[src/rtl/core_pkg.sv]
// Shared core definitions: data width, next-PC select codes and the fetch FSM states.
package core_pkg;

   localparam int XLEN = 32;

   localparam logic [2:0] NSEL_SEQ  = 3'b000;
   localparam logic [2:0] NSEL_J    = 3'b001;
   localparam logic [2:0] NSEL_BEQ  = 3'b010;
   localparam logic [2:0] NSEL_BGEZ = 3'b011;
   localparam logic [2:0] NSEL_BRN  = 3'b100;
   localparam logic [2:0] NSEL_JM   = 3'b101;
   localparam logic [2:0] NSEL_BALZ = 3'b110;
   localparam logic [2:0] NSEL_RSVD = 3'b111;

   typedef enum logic [1:0] {
      FS_FETCH = 2'd0,
      FS_HOLD  = 2'd1,
      FS_DROP  = 2'd2
   } fetch_state_e;

endpackage

[src/rtl/next_pc_logic.sv]
// Resolves whether a control-flow instruction is taken and where it goes.
// Purely combinational so the execute-stage branch check can share it.
module next_pc_logic
   import core_pkg::*;
(
   input  logic [2:0]      i_sel,
   input  logic            i_flag_zero,
   input  logic            i_flag_neg,
   input  logic [XLEN-1:0] i_pc4,
   input  logic [XLEN-1:0] i_off,
   input  logic [25:0]     i_jidx,
   input  logic [XLEN-1:0] i_rs,
   input  logic [XLEN-1:0] i_mem,
   output logic            o_taken,
   output logic [XLEN-1:0] o_target
);

   logic [XLEN-1:0] w_branch;
   logic [XLEN-1:0] w_raw;

   assign w_branch = i_pc4 + (i_off << 2);

   always_comb begin
      o_taken = 1'b0;
      w_raw   = i_pc4;
      case (i_sel)
         NSEL_J: begin
            o_taken = 1'b1;
            w_raw   = {i_pc4[31:28], i_jidx, 2'b00};
         end
         NSEL_BEQ: begin
            o_taken = i_flag_zero;
            w_raw   = w_branch;
         end
         NSEL_BGEZ: begin
            o_taken = ~i_flag_neg;
            w_raw   = w_branch;
         end
         NSEL_BRN: begin
            o_taken = i_flag_neg;
            w_raw   = i_rs;
         end
         NSEL_JM: begin
            o_taken = 1'b1;
            w_raw   = i_mem;
         end
         NSEL_BALZ: begin
            o_taken = i_flag_zero;
            w_raw   = w_branch;
         end
         default: begin
            o_taken = 1'b0;
            w_raw   = i_pc4;
         end
      endcase
   end

   // Register and memory targets may be unaligned; fetch is always word-aligned.
   assign o_target = {w_raw[XLEN-1:2], 2'b00};

endmodule

[src/rtl/fetch_unit.sv]
// Instruction fetch stage: owns the PC, issues imem reads, hands instructions to decode.
//   state    | meaning
//   FS_FETCH | request outstanding at r_pc, waiting for imem_ack
//   FS_HOLD  | instruction held for decode until instr_ready
//   FS_DROP  | squashed request still outstanding at r_drop_addr; data discarded
module fetch_unit
   import core_pkg::*;
#(
   parameter logic [XLEN-1:0] RESET_PC = 32'h0000_0000
) (
   input  logic            clk,
   input  logic            reset,
   output logic            imem_req,
   output logic [XLEN-1:0] imem_addr,
   input  logic            imem_ack,
   input  logic [XLEN-1:0] imem_rdata,
   output logic            instr_valid,
   input  logic            instr_ready,
   output logic [XLEN-1:0] instr_out,
   output logic [XLEN-1:0] pc4_out,
   input  logic            redir_valid,
   input  logic [2:0]      redir_sel,
   input  logic [XLEN-1:0] redir_pc4,
   input  logic [XLEN-1:0] redir_off,
   input  logic [25:0]     redir_jidx,
   input  logic [XLEN-1:0] redir_rs,
   input  logic [XLEN-1:0] redir_mem,
   input  logic            flag_zero,
   input  logic            flag_neg
);

   fetch_state_e    r_state;
   logic [XLEN-1:0] r_pc;
   logic [XLEN-1:0] r_drop_addr;
   logic            r_instr_valid;
   logic [XLEN-1:0] r_instr_out;
   logic [XLEN-1:0] r_pc4_out;

   logic            w_taken;
   logic [XLEN-1:0] w_target;
   logic            w_redir;
   logic [XLEN-1:0] w_pc_inc;

   next_pc_logic u_next_pc (
      .i_sel       (redir_sel),
      .i_flag_zero (flag_zero),
      .i_flag_neg  (flag_neg),
      .i_pc4       (redir_pc4),
      .i_off       (redir_off),
      .i_jidx      (redir_jidx),
      .i_rs        (redir_rs),
      .i_mem       (redir_mem),
      .o_taken     (w_taken),
      .o_target    (w_target)
   );

   assign w_redir  = redir_valid & w_taken;
   assign w_pc_inc = r_pc + 32'd4;

   // Gated by reset so the first request appears right after reset releases.
   assign imem_req    = ~reset & (r_state != FS_HOLD);
   assign imem_addr   = (r_state == FS_DROP) ? r_drop_addr : r_pc;
   assign instr_valid = r_instr_valid;
   assign instr_out   = r_instr_out;
   assign pc4_out     = r_pc4_out;

   always_ff @(posedge clk or posedge reset) begin
      if (reset) begin
         r_state       <= FS_FETCH;
         r_pc          <= RESET_PC;
         r_drop_addr   <= '0;
         r_instr_valid <= 1'b0;
         r_instr_out   <= '0;
         r_pc4_out     <= '0;
      end else begin
         case (r_state)
            FS_FETCH: begin
               if (w_redir) begin
                  r_pc <= w_target;
                  if (!imem_ack) begin
                     r_drop_addr <= r_pc;
                     r_state     <= FS_DROP;
                  end
               end else if (imem_ack) begin
                  r_instr_out   <= imem_rdata;
                  r_pc4_out     <= w_pc_inc;
                  r_pc          <= w_pc_inc;
                  r_instr_valid <= 1'b1;
                  r_state       <= FS_HOLD;
               end
            end
            FS_HOLD: begin
               if (w_redir) begin
                  r_pc          <= w_target;
                  r_instr_valid <= 1'b0;
                  r_state       <= FS_FETCH;
               end else if (instr_ready) begin
                  r_instr_valid <= 1'b0;
                  r_state       <= FS_FETCH;
               end
            end
            FS_DROP: begin
               if (w_redir) begin
                  r_pc <= w_target;
               end
               if (imem_ack) begin
                  r_state <= FS_FETCH;
               end
            end
            default: begin
               r_instr_valid <= 1'b0;
               r_state       <= FS_FETCH;
            end
         endcase
      end
   end

endmodule

[config.mk]
export PLATFORM = sky130hd
export DESIGN_NAME = fetch_unit
export DESIGN_NICKNAME = d
export VERILOG_FILES = /design/src/rtl/core_pkg.sv /design/src/rtl/next_pc_logic.sv /design/src/rtl/fetch_unit.sv
export SDC_FILE = /design/constraint.sdc
export NUM_CORES = 1
export LEC_CHECK = 0
export BUFFER_PORTS_ARGS = -buffer_cell sky130_fd_sc_hd__clkbuf_2
export CORE_AREA = 2 2 207 148
export DETAILED_ROUTE_END_ITERATION = 8
export DIE_AREA = 0 0 209 150
export PLACE_DENSITY = 0.5
export RECOVER_POWER = 25
export SYNTH_ARGS = -nofsm -noshare
export SYNTH_HDL_FRONTEND = slang
export SYNTH_SLANG_ARGS = --single-unit
[constraint.sdc]
create_clock -name clk -period 4.5 [get_ports clk]
set_input_delay 0.225 -clock clk [delete_from_list [all_inputs] [get_ports clk]]
set_output_delay 0.225 -clock clk [all_outputs]
set_load 0.05 [all_outputs]
# --- Word-level counts from Yosys, hierarchy flattened ---
# Cells that the tools add are included.
# Widths: inputs -> output; s select.
totals:
  word_cells: 61
  out_inout_bits: 98
  input_bits: 196
  register_bits: 131
op_classes:
  n_bitwise: 7
  reduce_logical: 11
  n_eq_ne: 16
  n_addsub: 2
  mux: 19
ops:
  columns: ["op", "n"]
  rows:
  - ["$mux 32", 4]
  - ["$pmux 32 s4", 1]
  - ["$pmux 32 s2", 1]
  - ["$add 32x3->32 const B", 1]
  - ["$add 32x32->32", 1]
  - ["$mux 2", 6]
  - ["$eq 3x3->1 const B", 3]
  - ["$ne 3x3->1 const B", 3]
  - ["$reduce_and 3->1", 3]
  - ["$reduce_and 4->1", 2]
  - ["$eq 3x2->1 const B", 2]
  - ["$ne 2x2->1 const B", 3]
  - ["$pmux 2 s3", 1]
  - ["$reduce_or 2->1", 3]
  - ["$not 1->1", 5]
  - ["$mux 1", 4]
  - ["$ne 2x1->1 const B", 2]
  - ["$pmux 1 s4", 1]
  - ["$eq 3x1->1 const B", 1]
  - ["$pmux 1 s3", 1]
  - ["$reduce_or 3->1", 1]
  - ["$and 1x1->1", 2]
  - ["$eq 2x1->1 const B", 1]
  - ["$eq 2x2->1 const B", 1]
  - ["other kinds (2)", 2]

# --- Longest topological paths before layout ---
depth:
  word_depth: 6
  depth_mapped: 12
  depth_no_buf: 11

# --- Modules after synthesis ---
# From an unflattened synthesis, not the netlist that was laid out.
unflattened:
  cells_unflattened: 1064
  hier_area_um2: 9635.5
by_module_without_submodules:
  columns: ["module", "seq_area_each_um2", "n_inst", "cells_each", "area_per_inst_um2"]
  rows:
  - ["fetch_unit", 3278.1, 1, 610, 6622.6]
  - ["next_pc_logic", 0.0, 1, 454, 3012.9]

# --- Least setup slack after synthesis ---
# OpenSTA, ideal clock, no wires.
synth_path:
  path_type: "in2reg"
  from: "input redir_pc4[2]"
  to: "register r_pc[20]"
  arrival_ns: 2.309
  setup_ns: 0.088
  required_ns: 4.412
  path_stages: 11
  n_path_buf: 0
  slack_ns: 2.102
  path_cell_list: "ha_1 inv_1 fa_1 nand2b_1 a21oi_1 o2111ai_1 a211o_1 a21o_1 a211oi_1 a31oi_1 a41oi_1"
synth_between:
  elab_chain_len: 4
  elab_cells_between_ends: 5
  classes_between: "add/sub (1); mux (4)"
synth_rtl:
  columns: ["element", "line_no", "text"]
  rows:
  - ["start: declaration", "fetch_unit.sv:23", "input logic [XLEN-1:0] redir_pc4,"]
  - ["$add 32x32->32 (*)", "next_pc_logic.sv:21", "assign w_branch = i_pc4 + (i_off << 2);"]
  - ["$pmux 32 s4 (*)", "next_pc_logic.sv:26", "case (i_sel)"]
  - ["$mux 32, on equally long branches", "fetch_unit.sv:93, fetch_unit.sv:103, fetch_unit.sv:78", null]
  - ["$pmux 32 s2 (*)", "fetch_unit.sv:76", "case (r_state)"]
  - ["end signal: assignment", "fetch_unit.sv:79", "r_pc <= w_target;"]
  - ["end signal: assignment", "fetch_unit.sv:94", "r_pc <= w_target;"]
  - ["end signal: assignment", "fetch_unit.sv:104", "r_pc <= w_target;"]
  - ["end: declaration", "fetch_unit.sv:33", "logic [XLEN-1:0] r_pc;"]
# Mark *: on every way between the ends. The rest lies on a longest branch, timed or not. The select of a mux whose other input is x is not followed.
# A chain may end at the register's enable or synchronous reset.

# --- Worst setup path after layout ---
layout_path:
  from: "input redir_sel[0]"
  to: "register r_pc[24]"
layout_between:
  elab_chain_len: 6
  elab_cells_between_ends: 18
  classes_between: "eq/ne (8); mux (5); bitwise (1); reduce/logical (4)"
layout_rtl:
  columns: ["element", "line_no", "text"]
  rows:
  - ["start: declaration", "fetch_unit.sv:22", "input logic [2:0] redir_sel,"]
  - ["$eq 3x2->1 (tied with other cells)", "next_pc_logic.sv:26", null]
  - ["$reduce_or 2->1 (no source line)", null, null]
  - ["$pmux 1 s4", "next_pc_logic.sv:26", null]
  - ["$and 1x1->1", "fetch_unit.sv:57", "assign w_redir = redir_valid & w_taken;"]
  - ["$ne 3x3->1 (no source line) (tied with other cells)", null, null]
  - ["$reduce_and 3->1 (no source line) or $pmux 32 s2 (tied branches)", null, null]
  - ["end signal: assignment", "fetch_unit.sv:79", null]
  - ["end signal: assignment", "fetch_unit.sv:87", "r_pc <= w_pc_inc;"]
  - ["end signal: assignment", "fetch_unit.sv:94", null]
# Several ways; a longest one is shown, not always the timed one. The select of a mux whose other input is x is not followed.

==> reports/qor.csv <==
stage,metric,value,unit
synthesis,top-area cell type share of the netlist area,0.360,
layout,share of layout cells above drive strength 1,0.346,
worst_setup_path,critical path's slowest cell,nor2_1,
worst_setup_path,CP max FO,13,
timing,Hold Fails Final Rpt,0,
layout,fillers,3069,
power_and_ir_drop,total power,7910,uW
timing,final setup vio count,0,
layout,most frequent cells in the layout,"clkbuf_2 (247), dfrtp_1 (125), mux2_2 (94), nand2_1 (89), o21ai_0 (77)",
floorplan,Die X,209,um
clock_network,"Clk Latency, worst-skew pair",0.42,ns
placement,HPWL after detailed placement,24.3,mm
floorplan,I/O pin total,294,
synthesis,synthesized area,8690,um^2
clock_network,clk root buf,clkbuf_16,
synthesis,sequential share of the synthesized area,0.360,
timing,Tmin final,2.89,ns
clock_network,CTS tree,built,
layout,fin nets,1424,
timing,Slew HR,-0.744,
clock_network,htree depth,4,
floorplan,Placeable Area,29500,um^2
timing,"Slew Viols, Final",56,
worst_setup_path,Required @ worst endpoint,4.80,ns
global_route,initial antenna violation count,0,
synthesis,Post-Syn Instances,930,
global_route,gr ovfl total,0,
layout,post-route cell area,11100,um^2
synthesis,ys async rst share,1.00,
floorplan,Site Rows,53,
placement,Final GP Congestion,0.856,
timing,Final Skew,0.00914,ns
worst_hold_path,Tightest Hold Check Type,input pin to flip-flop,
worst_setup_path,reg2reg start,r_pc[2]$_DFFE_PP0P_,
outcome,status,"finished, violations left",
global_route,largest net degree at the start of global routing,63,
synthesis,Ys Warns,0,
synthesis,post-synth top area cell,dfrtp_1,
clock_network,cts bufs inserted,17,
layout,Synth-to-Final Area Change,27.5,%
worst_setup_path,element type at the critical path end,flip-flop,
worst_setup_path,CP cell instances,"clkbuf_2, inv_1, ha_1, and2_1, or3_1, nand3_1, nand2b_1, nor2_1, nand2_1, o221a_2",
drt,DR iter-0 viols,483,
worst_setup_path,Startpoint Class,input pin,
worst_setup_path,CP max stage delay,0.70,ns
placement,Placed Instance Area,10500,um^2
clock_network,Num Clock Sinks,125,
drt,DRT antenna net count,0,
clock_network,CTS Buffer Depth,2,
power_and_ir_drop,Leakage,0.00492,uW
timing,fmax,0.346,GHz
clock_network,setup bufs post-CTS,0,
synthesis,Synth area leaders,"dfrtp_1 (36%), mux2_2 (12%), ha_1 (5.6%), o21ai_0 (4.4%), nand2_1 (3.8%)",
timing,worst slew pin tran,2.60,ns
clock_network,Hold Buf Count CTS,1,
drt,via count,8287,
worst_hold_path,Hold Path Depth,2,
timing,RSZ-0062 raised after global routing,no,
synthesis,Yosys reg bits,125,
floorplan,die area,31400,um^2
power_and_ir_drop,Peak VDD IR,0.000456,V
synthesis,number of flops mapped to enable cells by yosys,0,
drt,final WL,31.0,mm
clock_network,post_cts resized,0,
timing,Final TNS setup,0,ns
outcome,failing checks,"capacitance limit, slew limit",
flow_run,max cap viols,1,
timing,fin crit share,0.643,
global_route,vias in the first global route,7978,
worst_setup_path,r2r worst-path depth,9,
power_and_ir_drop,power per cell area,715,nW/um^2
drt,drt wl/cell,19.5,um
drt,DRC viols,0,
floorplan,Die Ht,150,um
synthesis,Netlist cell types,72,
clock_network,clock transition at the registers of the reported paths,0.06,ns
worst_setup_path,Critical Path AT,3.19,ns
drt,routed vias/inst,5.23,
layout,antenna cells,0,
worst_setup_path,crit path from,redir_sel[0],
worst_setup_path,Worst R2R Setup Slack,1.80,ns
floorplan,Initial Utilization,0.294,
synthesis,Main synth FF type,dfrtp_1,
global_route,Total GRT Usage,0.197,
worst_setup_path,WS Path Type,input pin to flip-flop,
worst_hold_path,Hold Path Origin,imem_rdata[13],
synthesis,Avg Inst Size Synth,9.34,um^2
drt,Pre-antenna DRT Iters,6,
global_route,global-route wire length before repair,47.3,mm
layout,"most common cell after layout, fill and taps aside",clkbuf_2,
layout,Final Core Density,0.375,
placement,I/O Buffers,281,
## worst max-delay path, delay by kind of cell
family / cells / cell delay (ns)
buffers and inverters: 2 / 0.22
adders and majority gates: 1 / 0.21
and+or+nand+nor: 6 / 2.27
AOI/OAI and AO/OA: 1 / 0.27
## layout make-up
class	instances	area (um^2)	area share
inverters	19	72.6	0.00655
well taps	385	482	0.0435
clock buffers	21	480	0.0434
repair buffers	298	1510	0.136
flip-flops and latches	125	3130	0.282
clock inverters	11	163	0.0147
multi-input cells	727	5240	0.473
## state kept, by name (all words and copies together), names as in the netlist
signal and cells:
instr_out 32, pc4_out 30, r_drop_addr 30, r_pc 30, r_state 2, instr_valid 1
## layer usage
metal  routed length [um]  vias up  track usage
met5                    0        -            0
met4                  222        0       0.0368
met3                 1380       18       0.0264
met2                13700      249        0.305
met1                15600     4035        0.292
li1                     -     3985            -
## Yosys cell counts, drive strengths merged, types with 7 or more instances
| master | n |
|---|---|
| a21oi | 59 |
| or3 | 8 |
| a31oi | 17 |
| dfrtp | 125 |
| and3 | 9 |
| xnor2 | 26 |
| xor2 | 22 |
| nand4 | 7 |
| o211ai | 8 |
| a21o | 11 |
| o22ai | 7 |
| nor3 | 19 |
| ha | 39 |
| nand2 | 92 |
| o21ai | 83 |
| clkbuf | 35 |
| a22o | 31 |
| buf | 27 |
| a211oi | 8 |
| nand3 | 27 |
| nor2 | 52 |
| mux2 | 94 |
| inv | 19 |
| a222oi | 23 |
## final timing paths
path,endpoint
setup reg to reg,r_pc[28]$_DFFE_PP0P_
max in group asynchronous,instr_out[12]$_DFFE_PP0P_
hold reg to reg,pc4_out[13]$_DFFE_PP0P_
setup / recovery,r_pc[24]$_DFFE_PP0P_
hold / removal,instr_out[13]$_DFFE_PP0P_
min in group asynchronous,r_state[0]$_DFFE_PP0P_
## per-stage QoR
stage | setup slack (ns) | instances | hold WS [ns]
finish | 1.61 | 1586 | 0.0352
CTS | 1.59 | 1586 | 0.0177
floorplan | 0.947 | 933 | 0.376
global placement | 1.24 | 1553 | 0.399
global route | 1.38 | 1586 | 0.0231
detailed placement | 1.15 | 1553 | 0.400
## cells by family after synthesis
| logic type | count (synthesis) | share of synthesized area |
|---|---|---|
| buf+inv | 81 | 0.0402 |
| other cells | 1 | 0.000432 |
| xor+xnor | 48 | 0.0493 |
| compound gates | 296 | 0.228 |
| mux | 95 | 0.123 |
| simple gates | 244 | 0.141 |
| fa+ha+maj | 40 | 0.0585 |
| flops | 125 | 0.360 |
## report_power, final
part / internal [uW] / switching, uW / leakage (uW)
Clock: 983 / 541 / 0.000311
Combinational: 1240 / 2990 / 0.00314
Sequential: 1680 / 481 / 0.00147
Total: 3900 / 4010 / 0.00492
Note: power is estimated with default switching activity, not from simulation.
